## config.mk

```make
export PLATFORM = sky130hd
export DESIGN_NAME = jtag_seq_ctrl
export DESIGN_NICKNAME = d
export VERILOG_FILES = /design/src/rtl/jtag_seq_ctrl.sv
export SDC_FILE = /design/constraint.sdc
export NUM_CORES = 1
export LEC_CHECK = 0
export ABC_CLOCK_PERIOD_IN_PS = 2400
export CELL_PAD_IN_SITES_DETAIL_PLACEMENT = 0
export CELL_PAD_IN_SITES_GLOBAL_PLACEMENT = 2
export CORE_UTILIZATION = 35
export CTS_CLUSTER_DIAMETER = 200
export DETAILED_ROUTE_END_ITERATION = 8
export PLACE_DENSITY_LB_ADDON = 0.1
export SYNTH_ARGS = -nofsm -noshare
export SYNTH_HDL_FRONTEND = slang
export SYNTH_SLANG_ARGS = --single-unit
```

## constraint.sdc

```tcl
create_clock -name TCK -period 2.4 [get_ports TCK]
set_input_delay 0.72 -clock TCK [delete_from_list [all_inputs] [get_ports TCK]]
set_output_delay 0.72 -clock TCK [all_outputs]
set_load 0.1 [all_outputs]
```

## src/rtl/jtag_seq_ctrl.sv

```systemverilog
`default_nettype none
// ============================================================================
// Module  : jtag_seq_ctrl
// Purpose : Command-driven JTAG master; walks the TAP FSM with TMS/TDI and
//           returns the TDO bits captured during IR/DR shifts.
// Revision: 1.0 - initial release
// ============================================================================
module jtag_seq_ctrl #(
  parameter int MAX_LEN = 32,
  parameter int LEN_W   = $clog2(MAX_LEN + 1)
) (
  input  logic               TCK,
  input  logic               TRST,
  input  logic               cmd_valid,
  output logic               cmd_ready,
  input  logic [1:0]         cmd_type,
  input  logic [LEN_W-1:0]   cmd_len,
  input  logic [MAX_LEN-1:0] cmd_data,
  output logic               rsp_valid,
  input  logic               rsp_ready,
  output logic [MAX_LEN-1:0] rsp_data,
  output logic               rsp_err,
  output logic               busy,
  output logic               tap_tms,
  output logic               tap_tdi,
  input  logic               tap_tdo
);

  localparam logic [1:0] CMD_RESET    = 2'd0;
  localparam logic [1:0] CMD_SHIFT_IR = 2'd1;
  localparam logic [1:0] CMD_SHIFT_DR = 2'd2;
  localparam logic [1:0] CMD_IDLE     = 2'd3;
  // Counter must also cover the fixed 6/7-cycle reset and init sequences
  localparam int         CNT_W        = (LEN_W > 3) ? LEN_W : 3;
  localparam logic [CNT_W-1:0] CNT_ONE = CNT_W'(1);

  typedef enum logic [2:0] {
    S_INIT  = 3'd0,
    S_IDLE  = 3'd1,
    S_HDR   = 3'd2,
    S_SHIFT = 3'd3,
    S_POST  = 3'd4,
    S_RUN   = 3'd5,
    S_RSP   = 3'd6
  } state_t;

  state_t             state, state_d;
  logic [CNT_W-1:0]   cnt, cnt_d, clen;
  logic [1:0]         ctype;
  logic [MAX_LEN-1:0] sreg, bit_sel, cap_mask;
  logic               tms_d, tdi_d, accept, shift_en, hdr_last;
  logic               is_shift, len_zero, len_over;
  logic [LEN_W-1:0]   len_eff;

  assign is_shift = (cmd_type == CMD_SHIFT_IR) || (cmd_type == CMD_SHIFT_DR);
  assign len_zero = (cmd_len == '0);
  assign len_over = (cmd_len > LEN_W'(MAX_LEN));
  assign len_eff  = (is_shift && len_over) ? LEN_W'(MAX_LEN) : cmd_len;

  always_comb begin
    state_d  = state;
    cnt_d    = cnt + CNT_ONE;
    tms_d    = 1'b0;
    tdi_d    = 1'b0;
    accept   = 1'b0;
    shift_en = 1'b0;
    hdr_last = 1'b0;
    case (state)
      S_INIT: begin
        tms_d = (cnt < CNT_W'(5));
        if (cnt == CNT_W'(6)) begin
          state_d = S_IDLE;
          cnt_d   = '0;
        end
      end
      S_IDLE: begin
        cnt_d = '0;
        if (cmd_valid && cmd_ready) begin
          accept = 1'b1;
          if (cmd_type == CMD_IDLE) begin
            state_d = len_zero ? S_RSP : S_RUN;
          end else if (is_shift && len_zero) begin
            state_d = S_RSP;
          end else begin
            state_d = S_HDR;
          end
        end
      end
      S_HDR: begin
        case (ctype)
          CMD_RESET: begin
            tms_d    = (cnt != CNT_W'(5));
            hdr_last = (cnt == CNT_W'(5));
          end
          CMD_SHIFT_IR: begin
            tms_d    = (cnt < CNT_W'(2));
            hdr_last = (cnt == CNT_W'(3));
          end
          default: begin
            tms_d    = (cnt == '0);
            hdr_last = (cnt == CNT_W'(2));
          end
        endcase
        if (hdr_last) begin
          state_d = (ctype == CMD_RESET) ? S_RSP : S_SHIFT;
          cnt_d   = '0;
        end
      end
      S_SHIFT: begin
        shift_en = 1'b1;
        tdi_d    = sreg[0];
        // Last bit carries TMS=1 so the TAP leaves SHIFT for EXIT_1
        tms_d    = (cnt == clen - CNT_ONE);
        if (tms_d) begin
          state_d = S_POST;
          cnt_d   = '0;
        end
      end
      S_POST: begin
        tms_d = (cnt == '0);
        if (cnt == CNT_ONE) begin
          state_d = S_RSP;
          cnt_d   = '0;
        end
      end
      S_RUN: begin
        if (cnt == clen - CNT_ONE) begin
          state_d = S_RSP;
          cnt_d   = '0;
        end
      end
      S_RSP: begin
        cnt_d = '0;
        if (rsp_valid && rsp_ready) begin
          state_d = S_IDLE;
        end
      end
      default: begin
        state_d = S_INIT;
        cnt_d   = '0;
      end
    endcase
  end

  always_ff @(posedge TCK or negedge TRST) begin
    if (!TRST) begin
      state     <= S_INIT;
      cnt       <= '0;
      tap_tms   <= 1'b1;
      tap_tdi   <= 1'b0;
      cmd_ready <= 1'b0;
      rsp_valid <= 1'b0;
      rsp_data  <= '0;
      rsp_err   <= 1'b0;
      busy      <= 1'b1;
      ctype     <= CMD_RESET;
      clen      <= '0;
      sreg      <= '0;
      bit_sel   <= '0;
      cap_mask  <= '0;
    end else begin
      state     <= state_d;
      cnt       <= cnt_d;
      tap_tms   <= tms_d;
      tap_tdi   <= tdi_d;
      cmd_ready <= (state_d == S_IDLE);
      busy      <= (state_d != S_IDLE);
      rsp_valid <= (state == S_RSP) && !(rsp_valid && rsp_ready);
      cap_mask  <= '0;
      // TDO for bit i is sampled one edge after bit i was driven
      rsp_data  <= rsp_data | (cap_mask & {MAX_LEN{tap_tdo}});
      if (accept) begin
        ctype    <= cmd_type;
        clen     <= CNT_W'(len_eff);
        sreg     <= cmd_data;
        bit_sel  <= MAX_LEN'(1);
        rsp_data <= '0;
        rsp_err  <= is_shift && (len_zero || len_over);
      end
      if (shift_en) begin
        sreg     <= sreg >> 1;
        bit_sel  <= bit_sel << 1;
        cap_mask <= bit_sel;
      end
    end
  end

endmodule
`default_nettype wire

```

==> metrics.csv <==
stage,metric,value,unit
power,p_leak,3.943,nW
power,powerDensity,1237,mW/mm^2
yosys,netlist_area,0.006061,mm^2
sta,finalCritPeriodShare,0.8934,
critical_path,cp_num_buf_inv,1,
place,dpl.hpwl,8106,um
floorplan,die_h,133.6,um
floorplan,fp.dieArea,0.01785,mm^2
sta,rsz0062_at_grt,no,
detailed_routing,vias,4296,
sta,skew,0.01235,ns
critical_path,cp_max_fo,6,
yosys,ys_warn_count,0,
place,place_area,0.007128,mm^2
yosys,yosys_most_used_dff,dfrtp_1,
critical_path,path_depth,7,
yosys,synth.distinct_cells,45,
layout,syn_to_final_growth,27.58,%
sta,hold_violations,0,
sta,fmax,466.4,MHz
critical_path,reg2reg_depth,7,
cts,postCtsSetupRepairBufs,0,
sta,tightest_slew,0.6286,ns
critical_path,required,2.70,ns
cts,path_clk_slew,0.07,ns
layout,seq_area,0.003781,mm^2
flow_run,maxCapViolations,0,
hold_path,worstHoldPathType,input port to async pin,
outcome,status,completed,
layout,final_nets,710,
yosys,synth_cells,578,
floorplan,coreArea,0.01676,mm^2
yosys,async_flop_share,1.000,
sta,finalCriticalPeriod,2.144,ns
critical_path,crit_type,flop to flop,
detailed_routing,viasPerCell,4.822,
critical_path,path_cells,"inv_1, ha_1, xnor2_1, a2111oi_4, o211ai_4, a311oi_4, nor2_1",
sta,fin_tns_setup,0,ns
cts,hold_buffers,0,
critical_path,arrival,2.44,ns
sta,slew_viol_final,0,
sta,max_slew_margin,0.5809,
layout,diodes,0,
global_route,grt_first_pass_wirelength,21660,um
layout,num-fill-cells,1611,
yosys,synth_edf_count,0,
global_route,grt_max_degree,68,
global_route,grt_usage,0.1556,
detailed_routing,avgRoutedWirePerCell,14.40,um
detailed_routing,first_pass_iters,4,
global_route,antenna_found_initial,0,
yosys,ys_seq_elements,151,
floorplan,initial_core_util,0.3616,
detailed_routing,ant_nets,0,
layout,multi_input_area,0.002106,mm^2
place,place_inst,859,
sta,setup_viol,0,
detailed_routing,drt_iter0_drc,182,
critical_path,slowest_delay,0.44,ns
place,post-place-ws,-0.05402,ns
yosys,seq_area_frac_synth,0.6239,
cts,clock_latency,0.42,ns
layout,instances_no_fill,891,
place,place_congestion,0.7994,
yosys,synth_area_per_cell,10.49,um^2
yosys,syn-num-nets,630,
detailed_routing,drc_errors,0,
cts,cts_root_buf,clkbuf_16,
critical_path,path_delay_family,compound AO/OA/AOI/OAI gates,
cts,cts_tree,built,
floorplan,io-pin-count,83,
global_route,gr-total-overflow,0,
sta,postLayoutSetupSlackWorst,0.2557,ns
layout,fin_util,0.4614,
place,portBuffers,82,
layout,final_area,0.007732,mm^2
floorplan,row_count,47,
critical_path,cp_slowest_cell,a311oi_4,
detailed_routing,wl,12830,um
power,ir_drop,0.5810,mV
global_route,grt_pass1_vias,4182,
cts,cts_buffer_depth,2,
cts,ctsResizeCount,0,
cts,cts_buffers,17,
floorplan,fp.dieW,133.6,um
cts,cts_sinks,151,
critical_path,crit_path_end_kind,flop,
cts,htree_levels,4,
layout,drive_gt1_frac,0.1416,
critical_path,start_kind,flop,
-- cell type report --
class,instances,area share
flip-flops and latches,151,0.4890
inverters,7,0.003398
clock buffers,17,0.05502
well taps,220,0.03560
clock inverters,15,0.02314
repair buffers,97,0.1215
multi-input cells,384,0.2723
-- registers in the layout (all words and copies together), names as in the netlist --
name       flops
bit_sel       32
busy           1
cap_mask      32
clen           6
cmd_ready      1
cnt            6
ctype          2
rsp_data      32
rsp_err        1
rsp_valid      1
sreg          32
state          3
tap_tdi        1
tap_tms        1
-- cell families after synthesis --
family                   share of synthesized area
flip-flops                                  0.6239
AND/OR/NAND/NOR                             0.1749
buffers and inverters                      0.02931
XOR/XNOR                                   0.01714
multiplexers                              0.001652
AO/OA/AOI/OAI                               0.1387
adder cells (fa/ha/maj)                    0.01445
-- layout by cell type (no fill, tap or decap), types with 2 or more instances in the layout --
master | Yosys | routed
a31oi_1 | 32 | 32
o21ai_0 | 4 | 4
nand3_1 | 13 | 13
buf_12 | 0 | 8
inv_8 | 0 | 5
buf_4 | 0 | 45
nor2_1 | 76 | 75
nand2b_1 | 2 | 2
inv_1 | 7 | 7
xor2_1 | 3 | 3
inv_6 | 0 | 4
dfrtp_1 | 149 | 149
o21a_1 | 2 | 2
nor4_1 | 3 | 3
ha_1 | 7 | 7
clkbuf_16 | 0 | 17
and2_1 | 33 | 33
o21ai_1 | 3 | 3
nand2_1 | 94 | 94
nor3_1 | 5 | 5
clkinvlp_4 | 0 | 3
clkdlybuf4s50_1 | 0 | 43
xnor2_1 | 7 | 7
a21oi_1 | 42 | 42
nor2b_1 | 3 | 3
bufinv_16 | 0 | 2
a21o_1 | 32 | 32
o22ai_1 | 2 | 2
dfstp_2 | 2 | 2
-- synthesized netlist by cell type, types with 3 or more instances --
| master | count | area (um^2) |
|---|---|---|
| o21ai_1 | 3 | 15.01 |
| a21oi_1 | 42 | 210.2 |
| nor2b_1 | 3 | 18.77 |
| o21ai_0 | 4 | 20.02 |
| a31oi_1 | 32 | 200.2 |
| ha_1 | 7 | 87.58 |
| buf_2 | 7 | 35.03 |
| clkbuf_1 | 27 | 101.4 |
| nand2_1 | 94 | 352.8 |
| dfrtp_1 | 149 | 3729 |
| nor4_1 | 3 | 18.77 |
| nor2_1 | 76 | 285.3 |
| xor2_1 | 3 | 26.28 |
| nand3_1 | 13 | 65.06 |
| inv_1 | 7 | 26.28 |
| a21o_1 | 32 | 240.2 |
| and2_1 | 33 | 206.5 |
| nor3_1 | 5 | 25.02 |
| xnor2_1 | 7 | 61.31 |
-- layer usage --
metal  GRT usage  wire length [um]
met1      0.2151              6302
met3     0.03843               516
met5           0                 0
met4     0.06313               235
met2      0.2335              5772
-- worst reg2reg max path, stage by stage (launching register included) --
cell	delay [ns]
dfrtp_1	0.39
inv_1	0.08
ha_1	0.31
xnor2_1	0.16
a2111oi_4	0.35
o211ai_4	0.19
a311oi_4	0.44
nor2_1	0.10
-- per-stage QoR --
step	hold slack (ns)	power, mW
final	0.1200	9.566
after global placement	0.4502	6.858
after floorplan	0.4244	5.925
after detailed placement	0.4568	6.906
after CTS	0.1111	9.696
after global routing	0.1093	10.19
-- worst paths after layout --
| check | start | slack, ns | end |
|---|---|---|---|
| worst max-delay path | clen[0] | 0.26 | cnt[2] |
| worst min-delay path | TRST | 0.12 | rsp_data[24] |
| worst max register to register | clen[0] | 0.26 | cnt[2] |
| worst min register to register | bit_sel[0] | 0.46 | bit_sel[0] |
| max in group asynchronous | TRST | 1.65 | sreg[25] |
| min in group TCK | bit_sel[0] | 0.46 | bit_sel[0] |
-- power breakdown --
| group | internal [mW] | total, mW | switching, mW |
|---|---|---|---|
| combinational | 1.14 | 3.25 | 2.11 |
| clock | 1.58 | 2.73 | 1.16 |
| sequential | 3.14 | 3.58 | 0.437 |
No activity file was read; power rests on OpenSTA's default activity.
